<file path="src/rtl/mul_arb_pkg.sv">
// rtl/mul_arb_pkg.sv - shared widths, latency default and FSM encoding for the multiplier arbiter
package mul_arb_pkg;
   localparam int OP_W            = 4;
   localparam int PROD_W          = 8;
   localparam int CNT_W           = 4;
   localparam int MUL_LAT_DEFAULT = 6;

   typedef enum logic [1:0] {
      ST_IDLE  = 2'd0,
      ST_ISSUE = 2'd1,
      ST_WAIT  = 2'd2,
      ST_DONE  = 2'd3
   } state_t;
endpackage

</file>
<file path="src/rtl/rr_arb2.sv">
// rtl/rr_arb2.sv - two-way round-robin grant; pointer breaks the tie when both requesters are valid
module rr_arb2 (
   input  logic [1:0] valid,
   input  logic       pointer,
   output logic [1:0] grant
);
   always_comb begin
      grant = valid;
      if (valid == 2'b11) begin
         grant = pointer ? 2'b10 : 2'b01;
      end
   end
endmodule

</file>
<file path="src/rtl/booth_mul_arbiter.sv">
// rtl/booth_mul_arbiter.sv - shares one external Booth multiplier between two requesters
module booth_mul_arbiter
   import mul_arb_pkg::*;
#(
   parameter int MUL_LAT = MUL_LAT_DEFAULT
) (
   input  logic              clk,
   input  logic              rst,
   input  logic              req0_valid,
   input  logic [OP_W-1:0]   req0_a,
   input  logic [OP_W-1:0]   req0_b,
   output logic              req0_ready,
   input  logic              req1_valid,
   input  logic [OP_W-1:0]   req1_a,
   input  logic [OP_W-1:0]   req1_b,
   output logic              req1_ready,
   output logic              resp0_valid,
   output logic              resp1_valid,
   output logic [PROD_W-1:0] resp_p,
   output logic              mul_start,
   output logic [OP_W-1:0]   mul_a,
   output logic [OP_W-1:0]   mul_b,
   input  logic [PROD_W-1:0] mul_p,
   output logic              busy
);
   state_t           state;
   logic             owner;
   logic             ptr;
   logic [CNT_W-1:0] cnt;
   logic [1:0]       grant;

   rr_arb2 u_rr_arb2 (
      .valid   ({req1_valid, req0_valid}),
      .pointer (ptr),
      .grant   (grant)
   );

   // Gated by rst so no handshake or busy leaks out while the FSM is being cleared.
   assign req0_ready = !rst && (state == ST_IDLE) && grant[0];
   assign req1_ready = !rst && (state == ST_IDLE) && grant[1];
   assign busy       = !rst && (state != ST_IDLE);

   always_ff @(posedge clk) begin
      if (rst) begin
         state       <= ST_IDLE;
         owner       <= 1'b0;
         ptr         <= 1'b0;
         cnt         <= '0;
         mul_start   <= 1'b0;
         mul_a       <= '0;
         mul_b       <= '0;
         resp_p      <= '0;
         resp0_valid <= 1'b0;
         resp1_valid <= 1'b0;
      end else begin
         case (state)
            ST_IDLE: begin
               if (grant != 2'b00) begin
                  owner     <= grant[1];
                  mul_a     <= grant[1] ? req1_a : req0_a;
                  mul_b     <= grant[1] ? req1_b : req0_b;
                  mul_start <= 1'b1;
                  state     <= ST_ISSUE;
               end
            end
            ST_ISSUE: begin
               mul_start <= 1'b0;
               cnt       <= CNT_W'(MUL_LAT - 1);
               state     <= ST_WAIT;
            end
            ST_WAIT: begin
               // Product is taken verbatim; the multiplier owns all arithmetic.
               if (cnt == '0) begin
                  resp_p      <= mul_p;
                  resp0_valid <= !owner;
                  resp1_valid <= owner;
                  state       <= ST_DONE;
               end else begin
                  cnt <= cnt - 1'b1;
               end
            end
            ST_DONE: begin
               resp0_valid <= 1'b0;
               resp1_valid <= 1'b0;
               ptr         <= !owner;
               state       <= ST_IDLE;
            end
            default: state <= ST_IDLE;
         endcase
      end
   end
endmodule

</file>
<file path="config.mk">
export PLATFORM = sky130hd
export DESIGN_NAME = booth_mul_arbiter
export DESIGN_NICKNAME = d
export VERILOG_FILES = /design/src/rtl/mul_arb_pkg.sv /design/src/rtl/rr_arb2.sv /design/src/rtl/booth_mul_arbiter.sv
export SDC_FILE = /design/constraint.sdc
export NUM_CORES = 1
export LEC_CHECK = 0
export BUFFER_PORTS_ARGS = -buffer_cell sky130_fd_sc_hd__buf_4
export CORE_ASPECT_RATIO = 1.2
export CORE_MARGIN = 1
export CORE_UTILIZATION = 45
export DETAILED_ROUTE_END_ITERATION = 10
export PLACE_DENSITY = 0.75
export SLEW_MARGIN = 15
export SYNTH_ARGS = -nofsm -noshare
export SYNTH_HDL_FRONTEND = slang
export SYNTH_HIERARCHICAL = 1
export SYNTH_SLANG_ARGS = --single-unit
</file>
<file path="constraint.sdc">
create_clock -name clk -period 4.2 [get_ports clk]
set_clock_uncertainty 0.05 [all_clocks]
set_input_delay 0.84 -clock clk [delete_from_list [all_inputs] [get_ports clk]]
set_output_delay 0.84 -clock clk [all_outputs]
set_load 0.01 [all_outputs]
</file>
==> run metrics, run 1 <==
drt total wl=2459 um; Setup TNS Final=0 ps; wire per inst=11.38 um; P_leak=0.7181 nW; Hold Crit Class=reg2reg; worst hold path depth=2; grt met3 use=4.261%; CTS tree=yes; synth warn=6; critical-path cell list=buf_4, a21boi_1, buf_4, and3b_1, buf_4; initial antenna violation count=0; Post-Place Setup Slack=1681 ps; CP delay by family, top=buffers and inverters; Critical Path RT=3310 ps; cts bufs inserted=3; # rows=20; hold path start=resp_p[3]; die area=0.003089 sq mm; Mean Syn Cell Area=9.289 sq um; GR Overflow Total=0; total of max-cap violations=0; critical path type=in2out; post-synthesis register bit count=27; CP endpoint kind=output port; H-tree Lvls=1; Final min period=2516 ps; pwr dens=520.0 mW/mm^2; # diodes=0; number of global-route vias before repair=962; crit-path max FO=11; PortBufs=49; RSZ-0062 raised after global routing=no; R2R cell count=5; largest net degree at the start of global routing=33; Mapped Area=0.001291 sq mm; nets@finish=217; routability cong.=0.6992; CP Launch Type=input port; Avg Vias per Cell=5.144; drt first pass iters=4; Post-CTS Setup Bufs=0; Async SR Flop Fraction=0%; Syn Nets=172; # setup viols final=0; hold_buf cts=0; share of cells above drive strength 1=31.69%; GRT Max-Usage Layer=met2; 1st-iter DRT viols=27; Worst EP arrival=1630 ps; met2 Usage GRT=31.39%; area grow syn2layout=27.81%; core area=0.002628 sq mm; Yosys cell types=32; RR Endpoint=resp0_valid; Die Span Y=60.68 um; DRT antenna net count=0; Mapped Cells=139; root buffer cell=clkbuf_4; ys flop type=dfxtp_1; R2R Setup Slk=2250 ps; fmax=397.5 MHz; global-route wire length before repair=3884 um; Filler cells=234; WP buf/inv=3; vias post-DR=1111; Slew Limit Fails=0; I/O Pins=50; Least-Margin Pin Slew=543.4 ps; Hold EP=resp_p[3]; drc violations=0; Worst path max stage delay=220 ps; Final period util=59.90%; status=finished clean; met1 usage=17.67%; HPWL Detailed=1887 um; Crit path top cell by count=buf_4; Max Buffers Root-to-Sink=2; Final Hold Viols=0; number of cells upsized or downsized after cts=0; Peak VDD IR=291.3 uV; All-Layer GR Usage=16.68%; starting density of the core=49.14%; total clock sinks=27; Slowest cell on crit path=buf_4; relative slew slack=63.77%; CTS clock-pin slew for the worst setup and hold paths=150 ps; fin worst setup slack=1684 ps; post-synthesis sequential area ratio=41.86%; Post-synth EDFFs=0; Crit Reg-Reg Startpoint=state[0]; Clock Latency Late Sink=320 ps; Die W=50.90 um
-- final cells by class --
class	instances	area (sq um)	area share, %
clock buffer	3	22.52	1.365
clock inverter	1	5.005	0.3033
inverter	6	22.52	1.365
multi-input combinational	96	643.1	38.97
sequential	27	540.5	32.75
tap	33	41.29	2.502
timing repair buffer	50	375.4	22.74
-- flip-flops by register name, indices dropped and copies added, names as in the netlist --
name         flops
cnt              4
mul_start        1
owner            1
resp0_valid      1
state            2
ptr              1
resp1_valid      1
mul_a            4
resp_p           8
mul_b            4
-- worst max path at each step --
stage / start / to / slack [ps] / depth (start not counted)
after global placement: req0_valid / req1_ready / 1710 / 5
after global routing: req0_valid / req1_ready / 1630 / 5
after detailed placement: req0_valid / req1_ready / 1680 / 5
after CTS: req0_valid / req1_ready / 1680 / 5
after floorplan: req1_valid / req1_ready / 1870 / 3
final: req0_valid / req1_ready / 1680 / 5
-- metrics by stage --
stage               instances  utilization (%)  instance area (sq um)  total power, mW  hold slack, ps
floorplan                 139                -                   1291           0.6479           410.9
global placement          212            61.76                   1623           0.7440           392.4
detailed placement        212            61.76                   1623           0.7576           404.0
CTS                       216            62.81                   1650           0.8693           423.3
global route              216            62.81                   1650           0.9312           446.0
finish                    216            62.81                   1650           0.8581           420.3
-- layout by cell type (no fill, tap or decap), types with 3 or more instances in the layout --
cell	synthesis	routed
a211oi_1	11	11
ha_1	5	5
nand2b_1	3	3
mux2i_1	9	9
nand2_1	18	18
nor3_1	4	4
clkbuf_4	0	3
nor2_1	13	13
dfxtp_1	27	27
inv_1	6	6
buf_4	0	50
a21oi_1	11	11
-- cell usage after synthesis (all sizes together), types with 2 or more instances --
library cell,instances,area (sq um)
nor2,13,48.80
a21oi,11,55.05
nor3,4,20.02
nand2,18,67.56
inv,6,22.52
nor2b,2,12.51
and3b,2,17.52
clkbuf,6,52.55
buf,4,32.53
a22o,3,35.04
ha,5,62.56
a211oi,12,95.09
dfxtp,27,540.5
nand2b,3,18.77
a21boi,2,15.01
mux2i,9,90.09
-- cell families after synthesis --
logic type | count (synthesis) | share of synthesized area [%]
AND/OR/NAND/NOR | 49 | 19.09
AO/OA/AOI/OAI | 32 | 18.02
flip-flops | 27 | 41.86
buffers and inverters | 16 | 8.333
multiplexers | 10 | 7.849
adder cells (fa/ha/maj) | 5 | 4.845
-- worst reg2reg max path, cell delays in order (launching register included) --
cell and delay (ps):
dfxtp_1 360, inv_1 110, ha_1 450, nand4bb_1 420, nor3_1 330, a22o_1 180
-- power breakdown --
part           total, mW  internal [mW]  leakage [nW]  switching (mW)
logic              0.384          0.182         0.479           0.201
clock network      0.111         0.0356        0.0177          0.0749
registers          0.364          0.320         0.221          0.0435
-- routing by layer --
metal	share of wire (%)	wire [um]
met5	0	0
met4	0.73	18
met3	5.9	146
met2	51	1256
met1	42	1037
No activity file was read; power rests on OpenSTA's default activity.
==> inputs of run 2 (changes only) <==
- clock period: 4.2 -> 2.49 ns (I/O delays scaled with it)
==> run 2 against run 1 <==
Sequential power rose by 69%. Clock power is 78% higher. Utilization up 0.095 points. Worst setup slack worse by 1300 ps. Sequential share of layout area about the same. Worst hold slack worse by 78 ps. Non-clock buffer count unchanged. Critical path depth decreased by 1. Cell count stayed put. Count of clock-buffer cells in the layout unchanged. Global-route usage increased by 1.5 points. Largest cell class unchanged.
==> run metrics, run 2 (synthesis results as in run 1) <==
status=finished clean (unchanged); Worst setup startpoint=ptr (was req0_valid); root buffer cell=clkbuf_4 (unchanged); Clock Latency Late Sink=330 ps (was 320 ps); 1st-iter DRT viols=14 (was 27); drt total wl=2587 um (was 2459 um); All-Layer GR Usage=18.16% (was 16.68%); routability cong.=0.7354 (was 0.6992); dpl cells=212 (unchanged); number of cells upsized or downsized after cts=0 (unchanged); RSZ-0062 raised after global routing=no (unchanged); critical path type=reg2out (was in2out); Critical Path RT=1940 ps (was 3310 ps); number of global-route vias before repair=1035 (was 962); largest net degree at the start of global routing=33 (unchanged); fmax=478.9 MHz; I/O Pins=50 (unchanged); area grow syn2layout=28.00% (was 27.81%); Psw=0.5547 mW (was 0.3197 mW); leading cell type in the layout, fill and taps excluded=buf_4 (unchanged); clock power share=13.5% (was 12.9%); CP endpoint kind=output port (unchanged); DRT antenna net count=0 (unchanged); wire per inst=11.98 um (was 11.38 um); drc violations=0 (unchanged); total clock sinks=27 (unchanged); hold_buf cts=0 (unchanged); share of cells above drive strength 1=31.69% (unchanged); starting density of the core=49.14% (unchanged); relative slew slack=63.50% (was 63.77%); Cell Count, Final, Fillers Out=216 (unchanged); crit-path max FO=6 (was 11); PortBufs=49 (unchanged); register share of total power=42.0% (was 42.4%); Die Span Y=60.68 um (unchanged); Final period util=83.86%; Final Hold Viols=0 (unchanged); combinational fraction of design power=44.5% (was 44.7%); CTS tree=yes (unchanged); Crit Reg-Reg Startpoint=state[0] (unchanged); CP Launch Type=flop (was input port); most frequent cells in the layout=buf_4, dfxtp_1, nand2_1 (unchanged); HPWL Detailed=1986 um (was 1887 um); die area=0.003089 sq mm (unchanged); core area=0.002628 sq mm (unchanged); # diodes=0 (unchanged); initial antenna violation count=0 (unchanged); Die W=50.90 um (unchanged); cts bufs inserted=3 (unchanged); Hold Crit Class=in2reg (was reg2reg); Max Buffers Root-to-Sink=2 (unchanged); # rows=20 (unchanged); Avg Vias per Cell=5.222 (was 5.144); Least-Margin Pin Slew=547.5 ps (was 543.4 ps); Post-CTS Setup Bufs=0 (unchanged); number of flip-flops in the largest register=8 (unchanged); H-tree Lvls=1 (unchanged); internal power=0.9113 mW (was 0.5384 mW); Peak VDD IR=424.9 uV (was 291.3 uV); hold path start=mul_p[7] (was resp_p[3]); Final min period=2088 ps; Worst EP arrival=1540 ps (was 1630 ps); Slew Limit Fails=0 (unchanged); CTS clock-pin slew for the worst setup and hold paths=160 ps (was 150 ps); Setup TNS Final=0 ps (unchanged); nets@finish=217 (unchanged); Net Sw Frac=37.84% (was 37.25%); total of max-cap violations=0 (unchanged); drt first pass iters=4 (unchanged); Largest Register=resp_p (unchanged); GR Overflow Total=0 (unchanged); P_leak=0.7143 nW (was 0.7181 nW); # setup viols final=0 (unchanged); global-route wire length before repair=4291 um (was 3884 um); vias post-DR=1128 (was 1111); pwr dens=886.9 mW/mm^2 (was 520.0 mW/mm^2)
==> run 2: cell count changes in the layout (fill, tap and decap cells not counted), sizes merged <==
cell and delta:
clkinvlp +1, clkinv -1
==> run 2: worst paths after layout <==
path	to	depth (start not counted)	slack, ps
max	req1_ready	4	400
min	resp_p[7]	3	340
max reg2reg	resp1_valid	5	560
min reg2reg	resp_p[7]	2	420
==> run 2: metrics by stage <==
step                      worst slack (ps)  total power [mW]  cell area (sq um)  utilization, %  hold slack (ps)
after CTS                            409.0             1.477               1653           62.90            338.3
after global routing                 286.4             1.581               1653           62.90            343.6
after global placement               545.2             1.252               1623           61.76            392.3
after floorplan                      848.5             1.093               1291               -            410.9
after detailed placement             400.6             1.284               1623           61.76            400.3
final                                401.8             1.466               1653           62.90            342.3
==> run 2: layout make-up <==
| class | instances | area, sq um |
|---|---|---|
| clock buffer | 3 | 22.52 |
| clock inverter | 1 | 7.507 |
| fill | 227 | 974.7 |
| inverter | 6 | 22.52 |
| multi-input combinational | 96 | 643.1 |
| sequential | 27 | 540.5 |
| tap | 33 | 41.29 |
| timing repair buffer | 50 | 375.4 |
==> run 2: power by group through the flow <==
| stage | Combinational (mW) | Sequential (mW) | Clock (mW) |
|---|---|---|---|
| floorplan | 0.449 | 0.644 | 0 |
| global placement | 0.633 | 0.619 | 0 |
| detailed placement | 0.660 | 0.624 | 0 |
| CTS | 0.661 | 0.615 | 0.201 |
| global route | 0.734 | 0.633 | 0.214 |
| finish | 0.653 | 0.615 | 0.198 |
==> run 2: layer usage <==
metal / track usage (%) / part of all wire [%] / vias to the layer above
met5: 0 / 0 / -
met4: 5.952 / 1.2 / 0
met3: 2.757 / 4.9 / 4
met2: 34.77 / 52 / 37
met1: 20.43 / 42 / 516
li1: - / - / 571
==> run 2: critical path, stage by stage (launching register included) <==
cell and delay, ps:
dfxtp_1 390, inv_1 50, a21boi_1 380, and3b_1 260, buf_4 130
